[config.mk]
export PLATFORM = sky130hd
export DESIGN_NAME = pll_reset_sequencer_flat
export DESIGN_NICKNAME = d
export VERILOG_FILES = /design/src/rtl/pll_rst_if.sv /design/src/rtl/pll_reset_sequencer.sv /design/src/flat_wrapper.sv
export SDC_FILE = /design/constraint.sdc
export NUM_CORES = 1
export LEC_CHECK = 0
export CORE_MARGIN = 2
export CORE_UTILIZATION = 50
export CTS_CLUSTER_SIZE = 30
export DETAILED_ROUTE_END_ITERATION = 12
export PLACE_DENSITY = 0.69
export REMOVE_ABC_BUFFERS = 1
export SLEW_MARGIN = 20
export SYNTH_ARGS = -nofsm -noshare
export SYNTH_HDL_FRONTEND = slang
export SYNTH_SLANG_ARGS = --single-unit
[constraint.sdc]
create_clock -name clock -period 3.6 [get_ports clock]
set_clock_uncertainty 0.2 [all_clocks]
set_input_delay 0.54 -clock clock [delete_from_list [all_inputs] [get_ports clock]]
set_output_delay 0.54 -clock clock [all_outputs]
set_load 0.05 [all_outputs]
[src/rtl/pll_rst_if.sv]
// Lock-flag input and staged-reset outputs of the PLL reset sequencer.
// master = sequencer side, slave = PLL/consumer side.
interface pll_rst_if #(
    parameter int NUM_STAGES = 3
);
    logic                  pll_locked;
    logic [NUM_STAGES-1:0] rst_out_n;
    logic                  ready;
    logic [1:0]            state;
    logic [7:0]            loss_count;

    modport master (
        input  pll_locked,
        output rst_out_n,
        output ready,
        output state,
        output loss_count
    );

    modport slave (
        output pll_locked,
        input  rst_out_n,
        input  ready,
        input  state,
        input  loss_count
    );
endinterface

[src/rtl/pll_reset_sequencer.sv]
// Staged, glitch-free active-low reset generator driven by the PLL lock flag.
// Optional lock-loss event counter enabled by defining PLLRST_LOSS_COUNT_EN.
module pll_reset_sequencer #(
    parameter int LOCK_STABLE = 1024,
    parameter int HOLD_CYCLES = 256,
    parameter int NUM_STAGES  = 3,
    parameter int STAGE_GAP   = 16,
    parameter int GLITCH_MAX  = 4,
    parameter int CNT_W       = 16
) (
    input logic       clock,
    input logic       reset_n,
    pll_rst_if.master bus
);

    typedef enum logic [1:0] {
        WAIT_LOCK = 2'd0,
        HOLD      = 2'd1,
        RELEASE   = 2'd2,
        RUN       = 2'd3
    } state_t;

    localparam logic [CNT_W-1:0] LOCK_LAST  = CNT_W'(LOCK_STABLE - 1);
    localparam logic [CNT_W-1:0] HOLD_LAST  = CNT_W'(HOLD_CYCLES - 1);
    localparam logic [CNT_W-1:0] GAP_LAST   = CNT_W'(STAGE_GAP - 1);
    localparam logic [CNT_W-1:0] GLITCH_LIM = CNT_W'(GLITCH_MAX);
    localparam logic [NUM_STAGES-1:0] FIRST_STAGE = NUM_STAGES'(1);

    logic                  lock_meta;
    logic                  lock_s;
    state_t                state_q;
    logic [CNT_W-1:0]      cnt;
    logic [CNT_W-1:0]      gcnt;
    logic [NUM_STAGES-1:0] rst_q;
    logic                  ready_q;
    logic                  lose_lock;

    // Two-flop synchroniser; pll_locked is asynchronous to clock.
    always_ff @(posedge clock or negedge reset_n) begin
        if (!reset_n) begin
            lock_meta <= 1'b0;
            lock_s    <= 1'b0;
        end else begin
            // NOTE: non-blocking assignments so lock_s takes the old lock_meta, giving two real flop stages.
            lock_meta <= bus.pll_locked;
            lock_s    <= lock_meta;
        end
    end

    always_comb begin
        // NOTE: default assigned first so every path drives lose_lock and no latch is inferred.
        lose_lock = 1'b0;
        case (state_q)
            HOLD, RELEASE: lose_lock = !lock_s;
            RUN:           lose_lock = !lock_s && (gcnt == GLITCH_LIM);
            default:       lose_lock = 1'b0;
        endcase
    end

    always_ff @(posedge clock or negedge reset_n) begin
        if (!reset_n) begin
            state_q <= WAIT_LOCK;
            cnt     <= '0;
            gcnt    <= '0;
            rst_q   <= '0;
            ready_q <= 1'b0;
        end else if (lose_lock) begin
            // Any accepted loss pulls every stage back into reset on this edge.
            state_q <= WAIT_LOCK;
            cnt     <= '0;
            gcnt    <= '0;
            rst_q   <= '0;
            ready_q <= 1'b0;
        end else begin
            case (state_q)
                WAIT_LOCK: begin
                    if (!lock_s) begin
                        cnt <= '0;
                    end else if (cnt == LOCK_LAST) begin
                        state_q <= HOLD;
                        cnt     <= '0;
                    end else begin
                        cnt <= cnt + CNT_W'(1);
                    end
                end
                HOLD: begin
                    if (cnt == HOLD_LAST) begin
                        state_q <= RELEASE;
                        cnt     <= '0;
                        rst_q   <= FIRST_STAGE;
                    end else begin
                        cnt <= cnt + CNT_W'(1);
                    end
                end
                RELEASE: begin
                    if (cnt == GAP_LAST) begin
                        cnt <= '0;
                        if (&rst_q) begin
                            state_q <= RUN;
                            ready_q <= 1'b1;
                            gcnt    <= '0;
                        end else begin
                            // Stages release in order, so shifting in a one frees the next bit.
                            rst_q <= (rst_q << 1) | FIRST_STAGE;
                        end
                    end else begin
                        cnt <= cnt + CNT_W'(1);
                    end
                end
                RUN: begin
                    if (lock_s) begin
                        gcnt <= '0;
                    end else begin
                        gcnt <= gcnt + CNT_W'(1);
                    end
                end
                default: state_q <= WAIT_LOCK;
            endcase
        end
    end

    assign bus.rst_out_n = rst_q;
    assign bus.ready     = ready_q;
    assign bus.state     = state_q;

`ifdef PLLRST_LOSS_COUNT_EN
    logic [7:0] loss_q;

    // Counts only RUN->WAIT_LOCK transitions and saturates at 255.
    always_ff @(posedge clock or negedge reset_n) begin
        if (!reset_n) begin
            loss_q <= '0;
        end else if (lose_lock && (state_q == RUN) && (loss_q != 8'hFF)) begin
            loss_q <= loss_q + 8'd1;
        end
    end

    assign bus.loss_count = loss_q;
`else
    assign bus.loss_count = 8'd0;
`endif

endmodule

[src/flat_wrapper.sv]
// flat-port wrapper written by rule: the top's interface ports become plain ports
module pll_reset_sequencer_flat 
#(
    parameter int LOCK_STABLE = 1024,
    parameter int HOLD_CYCLES = 256,
    parameter int NUM_STAGES  = 3,
    parameter int STAGE_GAP   = 16,
    parameter int GLITCH_MAX  = 4,
    parameter int CNT_W       = 16
)
  (clock, reset_n, bus_pll_locked, bus_rst_out_n, bus_ready, bus_state, bus_loss_count);
  pll_rst_if #(.NUM_STAGES(NUM_STAGES)) bus_i ();
  input logic clock;
  input logic reset_n;
  input wire logic [$bits(bus_i.pll_locked)-1:0] bus_pll_locked;
  output wire logic [$bits(bus_i.rst_out_n)-1:0] bus_rst_out_n;
  output wire logic [$bits(bus_i.ready)-1:0] bus_ready;
  output wire logic [$bits(bus_i.state)-1:0] bus_state;
  output wire logic [$bits(bus_i.loss_count)-1:0] bus_loss_count;
  assign bus_i.pll_locked = bus_pll_locked;
  assign bus_rst_out_n = bus_i.rst_out_n;
  assign bus_ready = bus_i.ready;
  assign bus_state = bus_i.state;
  assign bus_loss_count = bus_i.loss_count;
  pll_reset_sequencer #(.LOCK_STABLE(LOCK_STABLE), .HOLD_CYCLES(HOLD_CYCLES), .NUM_STAGES(NUM_STAGES), .STAGE_GAP(STAGE_GAP), .GLITCH_MAX(GLITCH_MAX), .CNT_W(CNT_W)) u_core (.clock(clock), .reset_n(reset_n), .bus(bus_i));
endmodule
# [Word level (Yosys, flattened, before mapping)]
# Index checks and enable logic that the tools add are counted.
[word_totals] reg_bits=40 out_inout_bits=14
[classes] eq_ne=13 reduce_logical=15 addsub=2 n_mux=28
[op_table] op="16-bit two-way mux" count=9
[op_table] op="16-bit one-hot mux with 3 select lines" count=1
[op_table] op="16-bit by 1-bit adder with 16-bit output, second input constant" count=2
[op_table] op="16-bit one-hot mux with 2 select lines" count=1
[op_table] op="16-bit by 10-bit equality test with 1-bit output, second input constant" count=1
[op_table] op="16-bit by 3-bit equality test with 1-bit output, second input constant" count=1
[op_table] op="16-bit by 4-bit equality test with 1-bit output, second input constant" count=1
[op_table] op="16-bit by 8-bit equality test with 1-bit output, second input constant" count=1
[op_table] op="3-bit by 1-bit inequality test with 1-bit output, second input constant" count=5
[op_table] op="2-bit two-way mux" count=6
[op_table] op="3-bit two-way mux" count=4
[op_table] op="3-bit AND reduction" count=3
[op_table] op="2-bit one-hot mux with 3 select lines" count=1
[op_table] op="3-bit one-hot mux with 2 select lines" count=1
[op_table] op="6-bit AND reduction" count=1
[op_table] op="2-bit nonzero test" count=3
[op_table] op="3-bit nonzero test" count=2
[op_table] op="2-bit equality test, second input constant" count=2
[op_table] op="1-bit two-way mux" count=4
[op_table] op="4-bit AND reduction" count=1
[op_table] op="4-bit nonzero test" count=1
[op_table] op="3-bit by 2-bit inequality test with 1-bit output, second input constant" count=1
[op_table] op="2-bit by 1-bit equality test with 1-bit output, second input constant" count=1
[op_table] op="2-bit zero test" count=1
[op_table] op="other kinds (4)" count=4

# [Depth between registers and ports, before layout]
[logic_depth] ltp_word=5 ltp_mapped=9 depth_no_buf=8

# [Worst setup path after synthesis]
# Ideal clock, no wire load.
[synth_timing] path_kind="flip-flop to flip-flop" start="reg u_core.state_q[1] (netlist: u_core.bus.state[1])" end="reg u_core.cnt[10]" arrival_time_ps=2544 slack_ps=761 stages_incl_launch_ff=9 setup_time_ps=95 cell_sequence="dfrtp_1 ha_1 nor4b_1 a41oi_1 o311a_1 clkbuf_1 nor2_2 nand3_1 o31ai_1"
[synth_via] elab_chain_cells=4 elab_cells_between_ends=9
[synth_rtl] element="from (decl)" line="pll_reset_sequencer.sv:31" text="state_t state_q;"
[synth_rtl] element="from (signal assigned)" line="pll_reset_sequencer.sv:62" text="state_q <= WAIT_LOCK;"
[synth_rtl] element="from (signal assigned)" line="pll_reset_sequencer.sv:69" text="state_q <= WAIT_LOCK;"
[synth_rtl] element="from (signal assigned)" line="pll_reset_sequencer.sv:80" text="state_q <= HOLD;"
[synth_rtl] element="2-bit by 1-bit equality test with 1-bit output or 2-bit equality test (tied branches)" line="pll_reset_sequencer.sv:53, pll_reset_sequencer.sv:75"
[synth_rtl] element="2-bit OR reduction" line="pll_reset_sequencer.sv:53" text="case (state_q)"
[synth_rtl] element="1-bit one-hot mux with 2 select lines" line="pll_reset_sequencer.sv:53"
[synth_rtl] element="4-bit nonzero test (no line) or 16-bit two-way mux (tied branches)"
[synth_rtl] element="to (signal assigned)" line="pll_reset_sequencer.sv:83" text="cnt <= cnt + CNT_W'(1);"
[synth_rtl] element="to (signal assigned)" line="pll_reset_sequencer.sv:92" text="cnt <= cnt + CNT_W'(1);"
[synth_rtl] element="to (signal assigned)" line="pll_reset_sequencer.sv:107" text="cnt <= cnt + CNT_W'(1);"
[synth_rtl] element="to (decl)" line="pll_reset_sequencer.sv:32" text="logic [CNT_W-1:0] cnt;"
# Several ways; a longest one is shown, not always the timed one.
# A chain may end at the register's enable or synchronous reset.

# [Worst setup path in the final report]
[layout_timing] start="reg u_core.cnt[8]" end="reg u_core.gcnt[5]"
[layout_via] elab_chain_cells=3
[layout_rtl] element="16-bit by 4-bit equality test with 1-bit output" line="pll_reset_sequencer.sv:96" text="if (cnt == GAP_LAST) begin"
[layout_rtl] element="3-bit by 1-bit inequality test with 1-bit output (no line)"
[layout_rtl] element="3-bit AND reduction (no line)"
[layout_rtl] element="to (signal assigned)" line="pll_reset_sequencer.sv:114" text="gcnt <= gcnt + CNT_W'(1);"
[layout_rtl] element="to (decl)" line="pll_reset_sequencer.sv:33" text="logic [CNT_W-1:0] gcnt;"
# No other way between the ends.

==> out/results.ini <==
[synthesis]
synth_top_area_share_pct=40.1
synth_commonest_cells=dfrtp_1, nand2_1, nor2_1, o21ai_0, nand3_1
ys_async_sr_fraction_pct=100
synth.most_common_cell=dfrtp_1
ys_top_cells_by_area=dfrtp_1, nand2_1, ha_1, o21ai_0, nand3_1
yosys_warnings=0
synth_area_per_cell_um2=8.94
ys.flop_type=dfrtp_1
syn_inst=279
syn_area_um2=2490
yosysTopAreaCell=dfrtp_1
ys_ff_latch=40
ys_seq_area_share_pct=40.1
ys_types=65
synth_edf_count=0

[place]
hpwl_um=3770
portBuffers=8
place_congestion=0.879
placed_cell_area_um2=2560

[global_route]
grtUsageMet3_pct=6.16
grt_pass1_wl_um=9110
busiest_layer=met2
grtUsageMet2_pct=31.5
grt_overflow=0
grt_start_max_net_pins=41
grt.met1_usage_pct=30.3
antenna_found_initial=0
grt_pass1_vias=1911
grt_usage_pct=21.3

[detailed_routing]
viasPerCell=6.06
drt_iter0_drc=95
vias=2133
final_antenna_net_count=0
drc_errors=0
wire_per_inst_um=15.3
routed_wl_um=5390
dr.pass1.iters=4

[critical_path]
critPathKind=flop to flop
startpoint_type=flop
crit_path_end_kind=flop
cp.arrival_ns=3.00
rr_worst_depth=6
cp.required_ns=3.62
crit_path_top_delay_cell=nor3b_4
crit_start=u_core.cnt[8]
r2r-end=u_core.gcnt[5]
path_max_fanout=18
max_stage_delay_ns=0.64
worstReg2RegStart=u_core.cnt[8]
rrSetupSlack_ns=0.62
worstSetupEndpoint=u_core.gcnt[5]
path_buf_inv=0
path_cells=or4_4 > nand4bb_1 > o21ai_2 > nor3b_4 > o21ai_0 > a31oi_1
crit_cells=6
cpLargestDelayFamily=simple AND/OR/NAND/NOR gates

[power]
power_leakage_nw=1.15
power_uw=815
power.density_nw_per_um2=307
ir_drop_mv=0.194

[timing]
fmax_mhz=335
fin_crit_sh_pct=82.9
setup_tns_ns=0
worst_slew_pin_slew_ns=0.902
setup_viol_count_final=0
whs_ns=0.150
min_period_ns=2.98
relSlewSlack_pct=39.9
finalHoldViolations=0
rsz0062_at_grt=false
maxSlewViolCount=0

[final_layout]
nets=295
nFillCells=450
drive_above_1_share_pct=9.82
syn_to_final_growth_pct=6.52
antenna_cells=0
design_area_um2=2660

[floorplan]
pin_count=17
die_w_um=74.6
num_rows=25
die_area_um2=5570
core_area_um2=4750
initial_core_util_pct=52.5
die_h_um=74.6

[cts]
cts_setup_buffers=0
postCtsHoldBufs=0
cts_root_buffer=clkbuf_8
cts_num_sinks=40
clk_latency_ns=0.30
cts_buffers=5
path_clk_slew_ns=0.08
cts_max_path_buffers=2
cts_htree_levels=2
cts-resized-gates=0
cts_tree=yes

[outcome]
status=completed

[hold_path]
hold_class=flop to flop

[job]
drv_cap=0

[worst register-to-register path, delay by kind of cell, from the launching register on]
family | cells | cell delay (ns)
and+or+nand+nor | 3 | 1.49
AOI/OAI and AO/OA | 3 | 0.72
DFF | 1 | 0.49
[flip-flops by register name, indices dropped and copies added (netlist names)]
| signal | count |
|---|---|
| u_core.bus.ready | 1 |
| u_core.bus.state | 2 |
| u_core.lock_meta | 1 |
| u_core.gcnt | 16 |
| u_core.lock_s | 1 |
| u_core.cnt | 16 |
| u_core.bus.rst_out_n | 3 |
[placed cells by master (no fill, tap or decap), types with 2 or more instances in the layout]
cell and instances:
dfrtp_1 40, nand3_1 16, and4_1 2, a22o_1 7
or3_1 5, and3_2 2, ha_1 8, clkdlybuf4s50_1 7
a41oi_1 5, o21ai_0 17, nand4_1 2, conb_1 8
a31oi_1 9, inv_1 12, clkinv_2 2, a21oi_1 15
nor2_1 17, and3_1 11, o31ai_1 5, clkbuf_8 6
nand3b_1 2, nor4_1 6, nor3_1 4, nand2b_1 2
nand2_1 33, nor4bb_1 2
[area by class of cell]
| class | count | area [um2] | share of cell area (%) |
|---|---|---|---|
| flip-flops and latches | 40 | 1000 | 37.7 |
| well taps | 67 | 83.8 | 3.15 |
| clock buffers | 6 | 82.6 | 3.11 |
| repair buffers | 9 | 82.6 | 3.11 |
| clock inverters | 2 | 10.0 | 0.377 |
| multi-input cells | 216 | 1350 | 50.9 |
| inverters | 12 | 45.0 | 1.69 |
[cells by family (layout without fill, tap and decap cells)]
kind of cell,after synthesis,count (layout),synth area share [%]
mux,2,2,0.853
fa+ha+maj,8,8,4.01
other cells,1,8,0.150
xor+xnor,2,2,0.702
simple gates,119,119,26.2
buf+inv,30,29,6.72
flops,40,40,40.1
compound gates,77,77,21.3
[per-layer routing]
layer,wire length [um],vias up
met5,0,-
met4,42,0
met1,2610,1041
met2,2430,58
met3,310,5
li1,-,1029
[stage by stage]
stage               instances  worst slack [ns]  utilization, %
CTS                       352             0.627            55.9
global placement          344             0.688            53.9
floorplan                 268             0.276               -
detailed placement        344             0.681            53.9
global route              352             0.389            55.9
finish                    352             0.617            55.9
[power by group]
part           leakage (nW)  internal [mW]  switching [mW]
clock                0.0510          0.153           0.160
combinational         0.551        0.00746          0.0378
sequential            0.552          0.453         0.00367
total                  1.15          0.613           0.202
[how the worst min path moves through the flow]
stage	startpoint	to	slack (ns)	cells after the start
2_1_floorplan	reset_n	u_core.bus.ready	0.04	0
3_5_place_dp	u_core.lock_meta	u_core.lock_s	0.14	0
3_3_place_gp	u_core.lock_meta	u_core.lock_s	0.14	0
4_1_cts	u_core.lock_meta	u_core.lock_s	0.15	0
5_1_grt	u_core.lock_meta	u_core.lock_s	0.16	0
6_report	u_core.lock_meta	u_core.lock_s	0.15	0
(Power assumes the default switching activity.)
